$ cat config.mk
export PLATFORM = sky130hd
export DESIGN_NAME = router_1_arbiter_flat
export DESIGN_NICKNAME = d
export VERILOG_FILES = /design/src/rtl/router_1_arbiter_if.sv /design/src/rtl/router_1_arbiter.sv /design/src/flat_wrapper.sv
export SDC_FILE = /design/constraint.sdc
export NUM_CORES = 1
export LEC_CHECK = 0
export ABC_AREA = 0
export BUFFER_PORTS_ARGS = -buffer_cell sky130_fd_sc_hd__buf_2
export CORE_MARGIN = 5
export CORE_UTILIZATION = 47
export CTS_CLUSTER_DIAMETER = 120
export DETAILED_ROUTE_END_ITERATION = 12
export PLACE_DENSITY = 0.73
export SLEW_MARGIN = 20
export SYNTH_ARGS = -nofsm -noshare
export SYNTH_HDL_FRONTEND = slang
export SYNTH_SLANG_ARGS = --single-unit
$ cat constraint.sdc
create_clock -name clk -period 2.5 [get_ports clk]
set_input_delay 0.75 -clock clk [delete_from_list [all_inputs] [get_ports clk]]
set_output_delay 0.75 -clock clk [all_outputs]
set_load 0.02 [all_outputs]
$ cat src/rtl/router_1_arbiter_if.sv
// ----------------------------------------------------------------------------
// router_1_arbiter_if
//   Bundle between the flow-control stage, the output-port arbiter and the
//   crossbar/output FIFO of one router output.
//
//   Requests/tails (driven by the flow-control side):
//     Lreq, Wreq, Sreq     head flit of input L/W/S is routed here and FIFO ready
//     Ltail, Wtail, Stail  head flit of input L/W/S is a tail flit
//   Arbiter results (driven by the arbiter):
//     Lgrant, Wgrant, Sgrant  registered one-hot (or all-zero) grant
//     sel                     crossbar select: 00 L, 01 W, 10 S, 11 none
//     wr_en                   output-FIFO write strobe (combinational)
//     busy                    a packet currently holds the output
//
//   Handshake: a flit moves from input X in exactly the cycles where Xgrant=1
//   and Xreq=1 on the same rising edge; wr_en marks those cycles. Xreq may
//   drop at any time without losing the grant, and Xtail is only meaningful
//   in a transfer cycle.
// ----------------------------------------------------------------------------
interface router_1_arbiter_if;
    logic       Lreq;
    logic       Wreq;
    logic       Sreq;
    logic       Ltail;
    logic       Wtail;
    logic       Stail;
    logic       Lgrant;
    logic       Wgrant;
    logic       Sgrant;
    logic [1:0] sel;
    logic       wr_en;
    logic       busy;

    // Flow-control side: raises requests, observes the arbiter's decisions.
    modport master (
        output Lreq, Wreq, Sreq, Ltail, Wtail, Stail,
        input  Lgrant, Wgrant, Sgrant, sel, wr_en, busy
    );

    // Arbiter side.
    modport slave (
        input  Lreq, Wreq, Sreq, Ltail, Wtail, Stail,
        output Lgrant, Wgrant, Sgrant, sel, wr_en, busy
    );
endinterface

$ cat src/rtl/router_1_arbiter.sv
// ----------------------------------------------------------------------------
// router_1_arbiter
//   Wormhole round-robin arbiter for one router output port shared by the
//   L, W and S inputs. A grant is issued from IDLE to the first requester
//   after the last-served port (L->W->S->L) and is held until that port
//   transfers its tail flit; then one IDLE bubble cycle follows.
//
//   Ports:
//     clk        rising-edge clock
//     rst        synchronous active-high reset
//     bus        router_1_arbiter_if.slave (requests, tails, grants, sel,
//                wr_en, busy)
//     dbg_state  current FSM state (0 IDLE, 1 GNT_L, 2 GNT_W, 3 GNT_S)
//
//   Parameter:
//     PRIO_RST   last-served pointer after reset (0 L, 1 W, 2 S)
// ----------------------------------------------------------------------------
module router_1_arbiter #(
    parameter logic [1:0] PRIO_RST = 2'd2
) (
    input  logic                  clk,
    input  logic                  rst,
    router_1_arbiter_if.slave     bus,
    output logic [1:0]            dbg_state
);

    typedef enum logic [1:0] {
        IDLE  = 2'd0,
        GNT_L = 2'd1,
        GNT_W = 2'd2,
        GNT_S = 2'd3
    } state_t;

    state_t     state, state_n;
    logic [1:0] ptr, ptr_n;          // last-served port: 0 L, 1 W, 2 S
    logic       lgrant_q, wgrant_q, sgrant_q;
    logic [1:0] sel_q;
    logic       busy_q;
    logic [2:0] req;                 // {S, W, L}
    logic       xfer_l, xfer_w, xfer_s;

    assign req = {bus.Sreq, bus.Wreq, bus.Lreq};

    // First requester strictly after 'last' in L->W->S->L order. Scanning
    // from the farthest candidate back to the nearest lets the nearest win.
    function automatic logic [1:0] rr_pick(input logic [1:0] last, input logic [2:0] r);
        logic [1:0] win;
        logic [1:0] cand;
        win = last;
        for (int k = 3; k >= 1; k--) begin
            cand = 2'((int'(last) + k) % 3);
            if (r[cand]) win = cand;
        end
        return win;
    endfunction

    assign xfer_l = (state == GNT_L) && bus.Lreq;
    assign xfer_w = (state == GNT_W) && bus.Wreq;
    assign xfer_s = (state == GNT_S) && bus.Sreq;

    always_comb begin
        state_n = state;
        ptr_n   = ptr;
        unique case (state)
            IDLE: begin
                if (|req) begin
                    unique case (rr_pick(ptr, req))
                        2'd0:    state_n = GNT_L;
                        2'd1:    state_n = GNT_W;
                        default: state_n = GNT_S;
                    endcase
                end
            end
            // The grant is only released by a tail transfer of the owner;
            // other ports' requests are not looked at here.
            GNT_L: if (xfer_l && bus.Ltail) begin state_n = IDLE; ptr_n = 2'd0; end
            GNT_W: if (xfer_w && bus.Wtail) begin state_n = IDLE; ptr_n = 2'd1; end
            GNT_S: if (xfer_s && bus.Stail) begin state_n = IDLE; ptr_n = 2'd2; end
            default: state_n = IDLE;
        endcase
    end

    // Outputs are registered from the next state so they always match the
    // state register in the same cycle.
    always_ff @(posedge clk) begin
        if (rst) begin
            state    <= IDLE;
            ptr      <= PRIO_RST;
            lgrant_q <= 1'b0;
            wgrant_q <= 1'b0;
            sgrant_q <= 1'b0;
            sel_q    <= 2'b11;
            busy_q   <= 1'b0;
        end else begin
            state    <= state_n;
            ptr      <= ptr_n;
            lgrant_q <= (state_n == GNT_L);
            wgrant_q <= (state_n == GNT_W);
            sgrant_q <= (state_n == GNT_S);
            busy_q   <= (state_n != IDLE);
            unique case (state_n)
                GNT_L:   sel_q <= 2'b00;
                GNT_W:   sel_q <= 2'b01;
                GNT_S:   sel_q <= 2'b10;
                default: sel_q <= 2'b11;
            endcase
        end
    end

    assign bus.Lgrant = lgrant_q;
    assign bus.Wgrant = wgrant_q;
    assign bus.Sgrant = sgrant_q;
    assign bus.sel    = sel_q;
    assign bus.busy   = busy_q;
    // Reset must suppress writes even while the state register still shows
    // a grant from before the reset edge.
    assign bus.wr_en  = !rst && (xfer_l || xfer_w || xfer_s);
    assign dbg_state  = state;

endmodule

$ cat src/flat_wrapper.sv
// flat-port wrapper written by rule: the top's interface ports become plain ports
module router_1_arbiter_flat 
#(
    parameter logic [1:0] PRIO_RST = 2'd2
)
  (clk, rst, dbg_state, bus_Lreq, bus_Wreq, bus_Sreq, bus_Ltail, bus_Wtail, bus_Stail, bus_Lgrant, bus_Wgrant, bus_Sgrant, bus_sel, bus_wr_en, bus_busy);
  router_1_arbiter_if bus_i ();
  input  logic clk;
  input  logic rst;
  output logic [1:0] dbg_state;
  input wire logic [$bits(bus_i.Lreq)-1:0] bus_Lreq;
  input wire logic [$bits(bus_i.Wreq)-1:0] bus_Wreq;
  input wire logic [$bits(bus_i.Sreq)-1:0] bus_Sreq;
  input wire logic [$bits(bus_i.Ltail)-1:0] bus_Ltail;
  input wire logic [$bits(bus_i.Wtail)-1:0] bus_Wtail;
  input wire logic [$bits(bus_i.Stail)-1:0] bus_Stail;
  output wire logic [$bits(bus_i.Lgrant)-1:0] bus_Lgrant;
  output wire logic [$bits(bus_i.Wgrant)-1:0] bus_Wgrant;
  output wire logic [$bits(bus_i.Sgrant)-1:0] bus_Sgrant;
  output wire logic [$bits(bus_i.sel)-1:0] bus_sel;
  output wire logic [$bits(bus_i.wr_en)-1:0] bus_wr_en;
  output wire logic [$bits(bus_i.busy)-1:0] bus_busy;
  assign bus_i.Lreq = bus_Lreq;
  assign bus_i.Wreq = bus_Wreq;
  assign bus_i.Sreq = bus_Sreq;
  assign bus_i.Ltail = bus_Ltail;
  assign bus_i.Wtail = bus_Wtail;
  assign bus_i.Stail = bus_Stail;
  assign bus_Lgrant = bus_i.Lgrant;
  assign bus_Wgrant = bus_i.Wgrant;
  assign bus_Sgrant = bus_i.Sgrant;
  assign bus_sel = bus_i.sel;
  assign bus_wr_en = bus_i.wr_en;
  assign bus_busy = bus_i.busy;
  router_1_arbiter #(.PRIO_RST(PRIO_RST)) u_core (.clk(clk), .rst(rst), .bus(bus_i), .dbg_state(dbg_state));
endmodule
[Word-level counts from Yosys, hierarchy flattened]
Index checks and enable logic that the tools add are counted.
Operators by class
  reduce and logical (&&, ||, !) cells: 16
  shifts and indexed selects: 0
  multipliers: 0
  equal/unequal tests: 10
  divide/modulo/power cells: 3
  bitwise gates (word level): 0
  muxes and demuxes: 22
  $lt $le $gt $ge: 3
  add/sub/neg operators: 3
Operators by type and width (number)
  $mod A32 B3 Y32 const B: 3
  $mux W2: 12
  $pmux W2 S3: 2
  $lt A2 B3 Y1 const B: 3
  $eq A2 B2 Y1 const B: 4
  $pmux W2 S4: 1
  $logic_and A1 B1 Y1: 7
  $add A2 B2 Y3 const B: 2
  $bmux W1 S2: 3
  $eq A2 B1 Y1 const B: 3
  $ne A2 B2 Y1 const B: 3
  $logic_not A2 Y1: 2
  $pmux W2 S2: 1
  $reduce_and A4 Y1: 1
  $add A2 B1 Y3 const B: 1
  $mux W1: 3
  $reduce_bool A3 Y1: 1
  $reduce_or A3 Y1: 1
  $logic_or A1 B1 Y1: 2
  $reduce_bool A2 Y1: 1
  $logic_not A1 Y1: 1
Word-level totals
  bits in read-only memories: 0
  bits in latches: 0
  RAM bits: 0
  output and inout bits: 9
  flip-flop bits (word level): 10
  word-level logic and storage cells: 64
  memories kept: 0

[Logic depth before layout (Yosys ltp)]
Gate-level depths: netlist of run 1.
  depth in word-level cells: 15
  mapped depth: 10
  depth with buffers taken out: 9

[Worst setup path after synthesis of run 1]
No wires, ideal clock.
  path type: input -> register
  start point: input bus_Sreq
  end point: register u_core.sel_q[1], in the netlist u_core.bus.sel[1]
  data arrival time: 2330 ps
  stages on the path: 8
  path buffers: 1
  library setup time: 123 ps
  data required time: 2377 ps
  slack: 46 ps
  path through: buf_4 -> mux2i_1 -> o221ai_2 -> a311oi_4 -> nor4b_2 -> o21ai_1 -> ha_1 -> or2_2
Between the ends
  word-level cells in the longest chain between the ends: 13
Ends and longest elaborated chain
  start, declared: line flat_wrapper.sv:13  | input wire logic [$bits(bus_i.Sreq)-1:0] bus_Sreq;
  $bmux W1 S2: line router_1_arbiter.sv:52  | if (r[cand]) win = cand;
  $mux W1 (not written as such): line router_1_arbiter.sv:52
  $mux W2 (3 in a row): line router_1_arbiter.sv:52
  $mux W2: line router_1_arbiter.sv:66  | if (|req) begin
  $mux W2: line router_1_arbiter.sv:64  | unique case (state)
  $eq A2 B1 Y1 or $logic_not A2 Y1 (tied branches): line router_1_arbiter.sv:67  | unique case (rr_pick(ptr, req))
  $pmux W2 S2: line router_1_arbiter.sv:67
  $mux W2: line router_1_arbiter.sv:66
  $pmux W2 S4 *: line router_1_arbiter.sv:64
  $eq A2 B2 Y1 or $eq A2 B1 Y1 (tied branches): line router_1_arbiter.sv:101  | unique case (state_n)
  $pmux W2 S3 *: line router_1_arbiter.sv:101
  end signal, assigned: line router_1_arbiter.sv:102  | GNT_L: sel_q <= 2'b00;
  end signal, assigned: line router_1_arbiter.sv:103  | GNT_W: sel_q <= 2'b01;
  end signal, assigned: line router_1_arbiter.sv:104  | GNT_S: sel_q <= 2'b10;
  end, declared: line router_1_arbiter.sv:37  | logic [1:0] sel_q;
Mark *: on every way between the ends. The rest lies on a longest branch, timed or not. The select of a mux whose other input is x is not followed.
A chain may end at the register's enable or synchronous reset.

[Final worst setup path of run 1]
  start point: register u_core.ptr[0]
  end point: register u_core.sel_q[1], in the netlist u_core.bus.sel[1]
Between the ends
  word-level cells in the longest chain between the ends: 15
Ends and longest elaborated chain
  start, declared: line router_1_arbiter.sv:35  | logic [1:0] ptr, ptr_n;
  start signal, assigned: line router_1_arbiter.sv:96  | ptr <= ptr_n;
  $add A2 B2 Y3: line router_1_arbiter.sv:51  | cand = 2'((int'(last) + k) % 3);
  $mod A32 B3 Y32: line router_1_arbiter.sv:51
  $bmux W1 S2: line router_1_arbiter.sv:52
  $mux W1 (not written as such): line router_1_arbiter.sv:52
  $mux W2 (2 in a row): line router_1_arbiter.sv:52
  $mux W2 *: line router_1_arbiter.sv:52
  $mux W2 *: line router_1_arbiter.sv:66
  $mux W2 *: line router_1_arbiter.sv:64
  $eq A2 B1 Y1 or $logic_not A2 Y1 (tied branches): line router_1_arbiter.sv:67
  $pmux W2 S2 *: line router_1_arbiter.sv:67
  $mux W2 *: line router_1_arbiter.sv:66
  $pmux W2 S4 *: line router_1_arbiter.sv:64
  $eq A2 B2 Y1 or $eq A2 B1 Y1 (tied branches): line router_1_arbiter.sv:101
  $pmux W2 S3 *: line router_1_arbiter.sv:101
Marks and branches as above.

==> results.yml, run 1 <==
final_layout:
  syn2layout_area_growth_pct: 34.5
  final_common_cell: "buf_4"
  nFillCells: 127
  mostFrequentLayoutCells: "19 x buf_4, 16 x buf_2, 12 x nand2_1, 10 x dfxtp_1, 6 x nand2b_1"
  nNetsFinal: 140
  drive_above_1_share: 0.403
  antennaDiodeCount: 0
cts:
  clockBufferDepth: 2
  h-tree-depth: 1
  clk_pin_slew_worst_paths_ps: 70
  cts_tree: "built"
  worstSkewPairLatency_ps: 270
  clock_sinks: 10
  post_cts_buffers: 0
  cts_inserted_buffers: 3
  root_buffer: "clkbuf_4"
run:
  max_cap_violations: 0
place:
  gp_congestion: 0.764
  io_buffers: 16
  place_ws_ps: -25.6
  hpwl_mm: 1.43
power_and_ir_drop:
  switchingPower_mw: 0.515
  power_frac_comb: 0.653
  power_density_mw_per_mm2: 1150
  switching_share: 0.422
  clkPwrFrac: 0.121
  power.total_mw: 1.22
  internal_power_mw: 0.705
  p_seq_frac: 0.226
  p_leak_nw: 0.513
  ir_worst_vdd_mv: 0.640
worst_setup_path:
  crit_chain: "inv_1, ha_2, nand2b_1, a21oi_1, buf_4, a221oi_4, nor2_1, a21o_1, ha_1, or2_2"
  ff2ff_path_depth: 10
  cp-end-kind: "register"
  slowest_stage: "ha_2"
  cp_data_arrival_time_ps: 2520
  path_class: "register to register"
  cp_max_fo: 9
  cpPeakStageDelay_ps: 390
  cp_data_required_time_ps: 2660
  crit_path_start_kind: "register"
logic_synthesis:
  ys_seq_area_frac: 0.254
  synth_top_family_by_area: "compound AO/OA/AOI/OAI gates"
  async_reset_ff_frac: 0
  synthCells: 91
  synth_nets: 106
  yosys_warnings: 0
  ys.flop_type: "dfxtp_1"
  synth_simple_gate_area_frac: 0.264
  synthMuxAreaShare: 0.0270
  synthAdderAreaFrac: 0.111
  synthesis.area_um2: 787
  postSynthAreaPerCell_um2: 8.65
  synthXorXnorAreaFrac: 0
  synth_cell_type_count: 36
  ys_ff_latch: 10
  synth_edf_count: 0
  synth_compound_gate_area_share: 0.280
outcome:
  status: "finished clean"
drt:
  drt_iter0_drc: 9
  vias_per_cell: 5.23
  drc: 0
  vias: 732
  first_pass_iters: 4
  antenna_left: 0
  routedWlPerCell_um: 13.0
  wl_mm: 1.82
die:
  die_area_mm2: 0.00259
  initial_core_util: 0.511
  num_rows: 14
  die_h_um: 50.9
  die_w_um: 50.9
  core_mm2: 0.00154
  pin_count: 17
timing:
  finalClockSkew_ps: 0.408
  slew_violations: 0
  final_hold_viol_count: 0
  maxSlewHeadroom: 0.789
  max_freq_ghz: 0.424
  finalCriticalPeriod_ps: 2360
  setup_viol: 0
  final.setup.worst_slack_ps: 141
  worstMarginPinSlew_ps: 314
  finalCritPeriodShare: 0.944
  hold_slack_ps: 632
  rsz0062_at_grt: "no"
global_routing:
  met2_usage: 0.264
  grtUsageMet1: 0.176
  track_usage: 0.152
  antenna_found_initial: 0
  grt_max_degree: 12
  busiest_layer: "met2"
  first_global_vias: 742
  grt_pass1_wl_mm: 3.12
  grt.overflow.total: 0
  grt_use_met3: 0.0523
min_path:
  hold_path.class: "register to register"
  min_path_cells: 3
==> registers in the layout (all words and copies together), names as in the netlist <==
register           cells
u_core.bus.sel         2
u_core.dbg_state       2
u_core.ptr             2
u_core.bus.Lgrant      1
u_core.bus.Sgrant      1
u_core.bus.Wgrant      1
u_core.bus.busy        1
==> metal layers <==
layer / wire length, um / part of all wire
met5: 0 / 0
met1: 835 / 0.46
met4: 17 / 0.0093
met3: 88 / 0.048
met2: 879 / 0.48
==> timing repair <==
| action | CTS | global route |
|---|---|---|
| resized for setup | 0 | 5 |
| endpoints found under the setup margin | 0 | 1 |
| hold buffers | 0 | 0 |
==> final timing paths <==
check | from | end | slack [ps]
worst max-delay path | u_core.ptr[0]$_SDFFE_PP0P_ | u_core.bus.sel[1]$_SDFF_PP1_ | 140
worst min-delay path | u_core.ptr[0]$_SDFFE_PP0P_ | u_core.ptr[0]$_SDFFE_PP0P_ | 630
worst max register to register | u_core.ptr[0]$_SDFFE_PP0P_ | u_core.bus.sel[1]$_SDFF_PP1_ | 140
worst min register to register | u_core.ptr[0]$_SDFFE_PP0P_ | u_core.ptr[0]$_SDFFE_PP0P_ | 630
==> cells in the mapped netlist (2+ instances only) <==
library cell	number	area, um2
nand2_1	12	45.0
dfxtp_1	10	200
ha_1	7	87.6
nand2b_1	6	37.5
nor2b_1	5	31.3
a21oi_1	4	20.0
inv_1	4	15.0
nand3_1	4	20.0
o21ai_0	4	20.0
a21o_1	3	22.5
clkbuf_1	3	11.3
o211ai_1	3	22.5
nand3b_1	2	15.0
nor2_1	2	7.51
==> power groups by stage <==
stage	Sequential [mW]	Clock, mW	Combinational [mW]
after floorplan	0.323	0	0.452
after global placement	0.275	0	0.755
after detailed placement	0.276	0	0.769
after CTS	0.275	0.152	0.778
after global routing	0.286	0.162	0.889
final	0.276	0.147	0.797
==> metrics by stage <==
stage | setup TNS, ps | utilization | std cells | instance area [um2]
6_report | 0 | 0.687 | 140 | 1060
5_1_grt | 0 | 0.687 | 140 | 1060
4_1_cts | 0 | 0.669 | 140 | 1030
3_5_place_dp | -25.6 | 0.645 | 136 | 995
3_3_place_gp | 0 | 0.645 | 136 | 995
2_1_floorplan | 0 | - | 91 | 787
==> layout make-up <==
class | count | area, um2 | share of cell area
multi-input combinational | 71 | 564 | 0.533
inverter | 4 | 15.0 | 0.0142
sequential | 10 | 200 | 0.189
tap | 16 | 20.0 | 0.0189
clock buffer | 4 | 36.3 | 0.0343
timing repair buffer | 35 | 223 | 0.210
==> cells by family after synthesis <==
group	Yosys count
flip-flops	10
AND/OR/NAND/NOR	37
AO/OA/AOI/OAI	25
buffers and inverters	10
multiplexers	2
adder cells (fa/ha/maj)	7
==> worst max-delay path: cells and delay by family (launching register included) <==
family                     cells  cell delay [ps]
buffers and inverters          2              200
and+or+nand+nor                3              530
DFF                            1              340
AOI/OAI and AO/OA              3              510
adders and majority gates      2              670
(Power assumes the default switching activity.)
==> run 2, diff against run 1 <==
--- a/config.mk
+++ b/config.mk
@@ -7,11 +7,13 @@
 export LEC_CHECK = 0
 export ABC_AREA = 0
 export BUFFER_PORTS_ARGS = -buffer_cell sky130_fd_sc_hd__buf_2
+export CELL_PAD_IN_SITES_DETAIL_PLACEMENT = 1
+export CELL_PAD_IN_SITES_GLOBAL_PLACEMENT = 2
 export CORE_MARGIN = 5
-export CORE_UTILIZATION = 47
+export CORE_UTILIZATION = 28
 export CTS_CLUSTER_DIAMETER = 120
 export DETAILED_ROUTE_END_ITERATION = 12
-export PLACE_DENSITY = 0.73
+export PLACE_DENSITY_LB_ADDON = 0.1
 export SLEW_MARGIN = 20
 export SYNTH_ARGS = -nofsm -noshare
 export SYNTH_HDL_FRONTEND = slang
==> run 2 against run 1 <==
Effect of this change: die area increased by 53%; register-to-register slack improved by 50 ps; via count increased by 5.2%.
==> results.yml, run 2 (same netlist as run 1, synthesis figures left out) <==
outcome:
  status: "finished clean"
place:
  hpwl_mm: 1.71
  gp_congestion: 0.754
  place_ws_ps: -46.0
  place_area_mm2: 0.00105
  io_buffers: 16
timing:
  rsz0062_at_grt: "no"
  worstMarginPinSlew_ps: 348
  hold_slack_ps: 497
  finalCriticalPeriod_ps: 2340
  finalCritPeriodShare: 0.934
  fin_tns_setup_ps: 0
  final.setup.worst_slack_ps: 165
  slew_violations: 0
  finalClockSkew_ps: 2.88
  setup_viol: 0
  max_freq_ghz: 0.428
  final_hold_viol_count: 0
  maxSlewHeadroom: 0.768
global_routing:
  track_usage: 0.117
  grtUsageMet1: 0.146
  first_global_vias: 836
  grt.overflow.total: 0
  antenna_found_initial: 0
  grt_use_met3: 0.0378
  busiest_layer: "met2"
  grt_pass1_wl_mm: 3.81
  met2_usage: 0.200
  grt_max_degree: 11
worst_setup_path:
  crit_path_start_kind: "input pin"
  cpMostUsedCell: "buf_2"
  crit_chain: "buf_2, buf_4, mux2_2, nand2_1, a21oi_1, buf_2"
  path_class: "input pin to output pin"
  crit_buf_inv: 3
  cp_data_required_time_ps: 1750
  cp_data_arrival_time_ps: 1590
  cp-end-kind: "output pin"
  critical-path-top-delay-family: "buffers and inverters"
  slowest_stage: "mux2_2"
  cpPeakStageDelay_ps: 260
  cp_max_fo: 5
drt:
  wl_mm: 2.11
  vias_per_cell: 4.81
  vias: 770
  routedWlPerCell_um: 13.2
  antenna_left: 0
  drc: 0
  first_pass_iters: 2
  drt_iter0_drc: 4
die:
  initial_core_util: 0.288
  num_rows: 19
  die_h_um: 63.0
  core_mm2: 0.00273
  pin_count: 17
  die_area_mm2: 0.00397
  die_w_um: 63.0
run:
  max_cap_violations: 0
final_layout:
  multi_input_area_um2: 571
  fin_util: 0.411
  nNetsFinal: 145
  drive_above_1_share: 0.426
  syn2layout_area_growth_pct: 42.6
  mostFrequentLayoutCells: "24 x buf_4, 16 x buf_2, 12 x nand2_1, 9 x dfxtp_1, 6 x nand2b_1"
  fin_area_mm2: 0.00112
  seqCellArea_um2: 201
  nFillCells: 340
  final_common_cell: "buf_4"
  antennaDiodeCount: 0
power_and_ir_drop:
  power_density_mw_per_mm2: 1140
  p_leak_nw: 0.537
  ir_worst_vdd_mv: 0.554
cts:
  clk_pin_slew_worst_paths_ps: 70
  root_buffer: "clkbuf_4"
  cts_inserted_buffers: 3
  cts_tree: "built"
  clock_sinks: 10
  ctsHoldBuffers: 0
  worstSkewPairLatency_ps: 260
  clockBufferDepth: 2
  h-tree-depth: 1
min_path:
  hold_path.class: "register to register"
run 2: path summary, 6_finish.rpt:
kind                               from                      endpoint  slack, ps  cells after the start
max reg2reg  u_core.ptr[0]$_SDFFE_PP0P_  u_core.bus.sel[1]$_SDFF_PP1_        190                     10
min          u_core.ptr[1]$_SDFFE_PP1P_    u_core.ptr[1]$_SDFFE_PP1P_        500                      2
min reg2reg  u_core.ptr[1]$_SDFFE_PP1P_    u_core.ptr[1]$_SDFFE_PP1P_        500                      2
max                            bus_Sreq                     bus_wr_en        160                      6
run 2: power by group:
group	leakage, nW	total [mW]	switching (mW)	internal (mW)
Clock	0.0210	0.145	0.0567	0.0884
Combinational	0.433	0.850	0.416	0.434
Sequential	0.0822	0.281	0.0563	0.225
run 2: cell type report:
class / count / share of cell area
repair buffers: 40 / 0.232
well taps: 31 / 0.0346
flip-flops and latches: 10 / 0.179
clock buffers: 4 / 0.0323
multi-input cells: 71 / 0.508
inverters: 4 / 0.0134
run 2: timing repair:
| action | in CTS | in global routing |
|---|---|---|
| buffers inserted | 0 | 0 |
| gates cloned | 0 | 0 |
| setup endpoints to repair | 1 | 1 |
| pin swaps | 0 | 1 |
| hold endpoints to repair | 0 | 0 |
| gates resized for setup | 3 | 4 |
run 2: per-layer routing:
metal | vias to the layer above | routed length (um)
met3 | 2 | 81
met2 | 12 | 1010
met4 | 0 | 4
met1 | 356 | 1010
met5 | - | 0
li1 | 400 | -
run 2: metrics by stage:
step                cells  power [mW]
finish                160        1.28
global route          160        1.42
CTS                   160        1.29
detailed placement    156        1.11
global placement      156        1.09
floorplan              91       0.775
run 2: worst min-delay path, delay by kind of cell, from the launching register on:
family	cells	cell delay (ps)
AND/OR/NAND/NOR	2	120
flip-flops	1	350
==> run 3, diff against run 2 <==
--- a/config.mk
+++ b/config.mk
@@ -6,11 +6,11 @@
 export NUM_CORES = 1
 export LEC_CHECK = 0
 export ABC_AREA = 0
+export ABC_CLOCK_PERIOD_IN_PS = 2800
 export BUFFER_PORTS_ARGS = -buffer_cell sky130_fd_sc_hd__buf_2
 export CELL_PAD_IN_SITES_DETAIL_PLACEMENT = 1
 export CELL_PAD_IN_SITES_GLOBAL_PLACEMENT = 2
-export CORE_MARGIN = 5
-export CORE_UTILIZATION = 28
+export CORE_UTILIZATION = 33
 export CTS_CLUSTER_DIAMETER = 120
 export DETAILED_ROUTE_END_ITERATION = 12
 export PLACE_DENSITY_LB_ADDON = 0.1
==> constraint.sdc (replaced) <==
create_clock -name clk -period 2.8 [get_ports clk]
set_input_delay 0.84 -clock clk [delete_from_list [all_inputs] [get_ports clk]]
set_output_delay 0.84 -clock clk [all_outputs]
set_load 0.02 [all_outputs]
==> run 3 against run 2 <==
Effect of this change: first-iteration DRC count shrank 75%; critical path type is now register to register; clock power shrank 31%; largest power group unchanged; wire length down 13%; hold slack better by 38 ps; die area is 35% lower; final cell count is 15% lower; critical path depth grew 4; sequential cell count stayed put; power decreased by 26%; largest cell class unchanged; highest routed layer unchanged.
==> results.yml, run 3 (same netlist as run 1, synthesis figures left out) <==
outcome:
  status: "finished clean"
die:
  die_w_um: 50.8
  pin_count: 17
  num_rows: 17
  initial_core_util: 0.352
  die_h_um: 50.8
  die_area_mm2: 0.00258
  core_mm2: 0.00223
timing:
  rsz0062_at_grt: "no"
  worstMarginPinSlew_ps: 375
  final_hold_viol_count: 0
  max_freq_ghz: 0.386
  maxSlewHeadroom: 0.750
  fin_tns_setup_ps: 0
  finalCritPeriodShare: 0.926
  finalCriticalPeriod_ps: 2590
  slew_violations: 0
  finalClockSkew_ps: 5.44
  setup_viol: 0
drt:
  routedWlPerCell_um: 13.5
  wl_met1_um: 915
  wl_met2_um: 812
  drt_iter0_drc: 1
  met3_wirelength_um: 78
  wl_mm: 1.83
  first_pass_iters: 3
  top_layer_used: "met4"
  drc: 0
  vias: 701
  antenna_left: 0
  vias_per_cell: 5.15
worst_setup_path:
  cp_data_required_time_ps: 2960
  reg2reg_slack_ps: 210
  cp_max_fo: 9
  path_class: "register to register"
  cp_data_arrival_time_ps: 2750
  cp-end-kind: "register"
  crit_path_start_kind: "register"
  timing.rr.end: "u_core.bus.sel[1]$_SDFF_PP1_"
  ff2ff_path_depth: 10
  r2r-start: "u_core.ptr[0]$_SDFFE_PP0P_"
final_layout:
  nFillCells: 281
  final_common_cell: "buf_2"
  mostFrequentLayoutCells: "16 x buf_2, 12 x nand2_1, 10 x dfxtp_1, 7 x ha_1, 6 x nand2b_1"
  nNetsFinal: 125
  drive_above_1_share: 0.287
  multi_input_area_um2: 537
  seqCellArea_um2: 200
  layoutNonFillerInstCount: 136
  fin_area_um2: 920
  antennaDiodeCount: 0
  syn2layout_area_growth_pct: 16.9
cts:
  cts_resized: 0
  clockBufferDepth: 2
  h-tree-depth: 1
  root_buffer: "clkbuf_4"
  cts_inserted_buffers: 3
  ctsHoldBuffers: 0
  post_cts_buffers: 0
  clk_pin_slew_worst_paths_ps: 70
  clock_sinks: 10
  cts_tree: "built"
  worstSkewPairLatency_ps: 270
min_path:
  min_from: "u_core.ptr[1]$_SDFFE_PP1P_"
  hold_path.class: "register to register"
  hold_end: "u_core.ptr[1]$_SDFFE_PP1P_"
  min_path_cells: 2
power_and_ir_drop:
  p_leak_nw: 0.426
  p_seq_frac: 0.266
  clkPwrFrac: 0.105
  internal_power_mw: 0.511
  power_density_mw_per_mm2: 1030
  power_frac_comb: 0.628
  ir_worst_vdd_mv: 0.492
  switching_share: 0.458
  switchingPower_mw: 0.433
global_routing:
  antenna_found_initial: 0
  grt.overflow.total: 0
  track_usage: 0.170
  grt_pass1_wl_mm: 3.21
  first_global_vias: 687
  grt_max_degree: 12
place:
  gp_congestion: 0.750
  hpwl_mm: 1.41
  dp_cells: 133
  place_area_um2: 897
  io_buffers: 16
run:
  max_cap_violations: 0
[run 3: changes by cell type in the layout (fill, tap and decap cells not counted), sizes merged]
cell    previous run  this run
buf               40        20
clkbuf             4         3
[run 3: critical path: stages, from the launching register on]
cell	delay (ps)
dfxtp_1	420
inv_1	60
ha_1	400
nand2b_1	210
a21oi_1	170
buf_4	150
a221oi_4	40
nor4b_2	330
o21ai_1	130
ha_1	290
or2_2	270
[run 3: worst max path at each step]
stage	startpoint	end	cells after the start
CTS	u_core.ptr[0]$_SDFFE_PP0P_	u_core.bus.sel[1]$_SDFF_PP1_	10
detailed placement	bus_Lreq	u_core.bus.sel[1]$_SDFF_PP1_	8
floorplan	bus_Sreq	u_core.bus.sel[1]$_SDFF_PP1_	8
finish	u_core.ptr[0]$_SDFFE_PP0P_	u_core.bus.sel[1]$_SDFF_PP1_	10
global placement	bus_Lreq	u_core.bus.sel[1]$_SDFF_PP1_	8
global route	u_core.ptr[0]$_SDFFE_PP0P_	u_core.bus.sel[1]$_SDFF_PP1_	10
[run 3: final cells by class]
type | instances | share of cell area
inverters | 4 | 0.0163
flip-flops and latches | 10 | 0.218
multi-input cells | 71 | 0.584
clock buffers | 3 | 0.0245
well taps | 28 | 0.0381
repair buffers | 20 | 0.120
[run 3: routing by layer]
metal | global-route usage | vias up
li1 | - | 355
met5 | 0 | -
met2 | 0.258 | 14
met3 | 0.0387 | 2
met1 | 0.225 | 330
met4 | 0.0833 | 0
[run 3: power groups by stage]
stage / combinational, mW / clock (mW) / sequential, mW
floorplan: 0.404 / 0 / 0.288
global placement: 0.592 / 0 / 0.253
detailed placement: 0.597 / 0 / 0.254
CTS: 0.603 / 0.106 / 0.251
global route: 0.670 / 0.110 / 0.260
finish: 0.593 / 0.0994 / 0.251
[run 3: metrics by stage]
step / util / hold WS (ps) / setup slack [ps] / power, mW
after floorplan: - / 473 / 256 / 0.692
after global placement: 0.402 / 515 / 102 / 0.845
after detailed placement: 0.402 / 527 / 70.6 / 0.851
after CTS: 0.412 / 541 / 168 / 0.960
after global routing: 0.412 / 578 / 43.0 / 1.04
final: 0.412 / 535 / 207 / 0.944
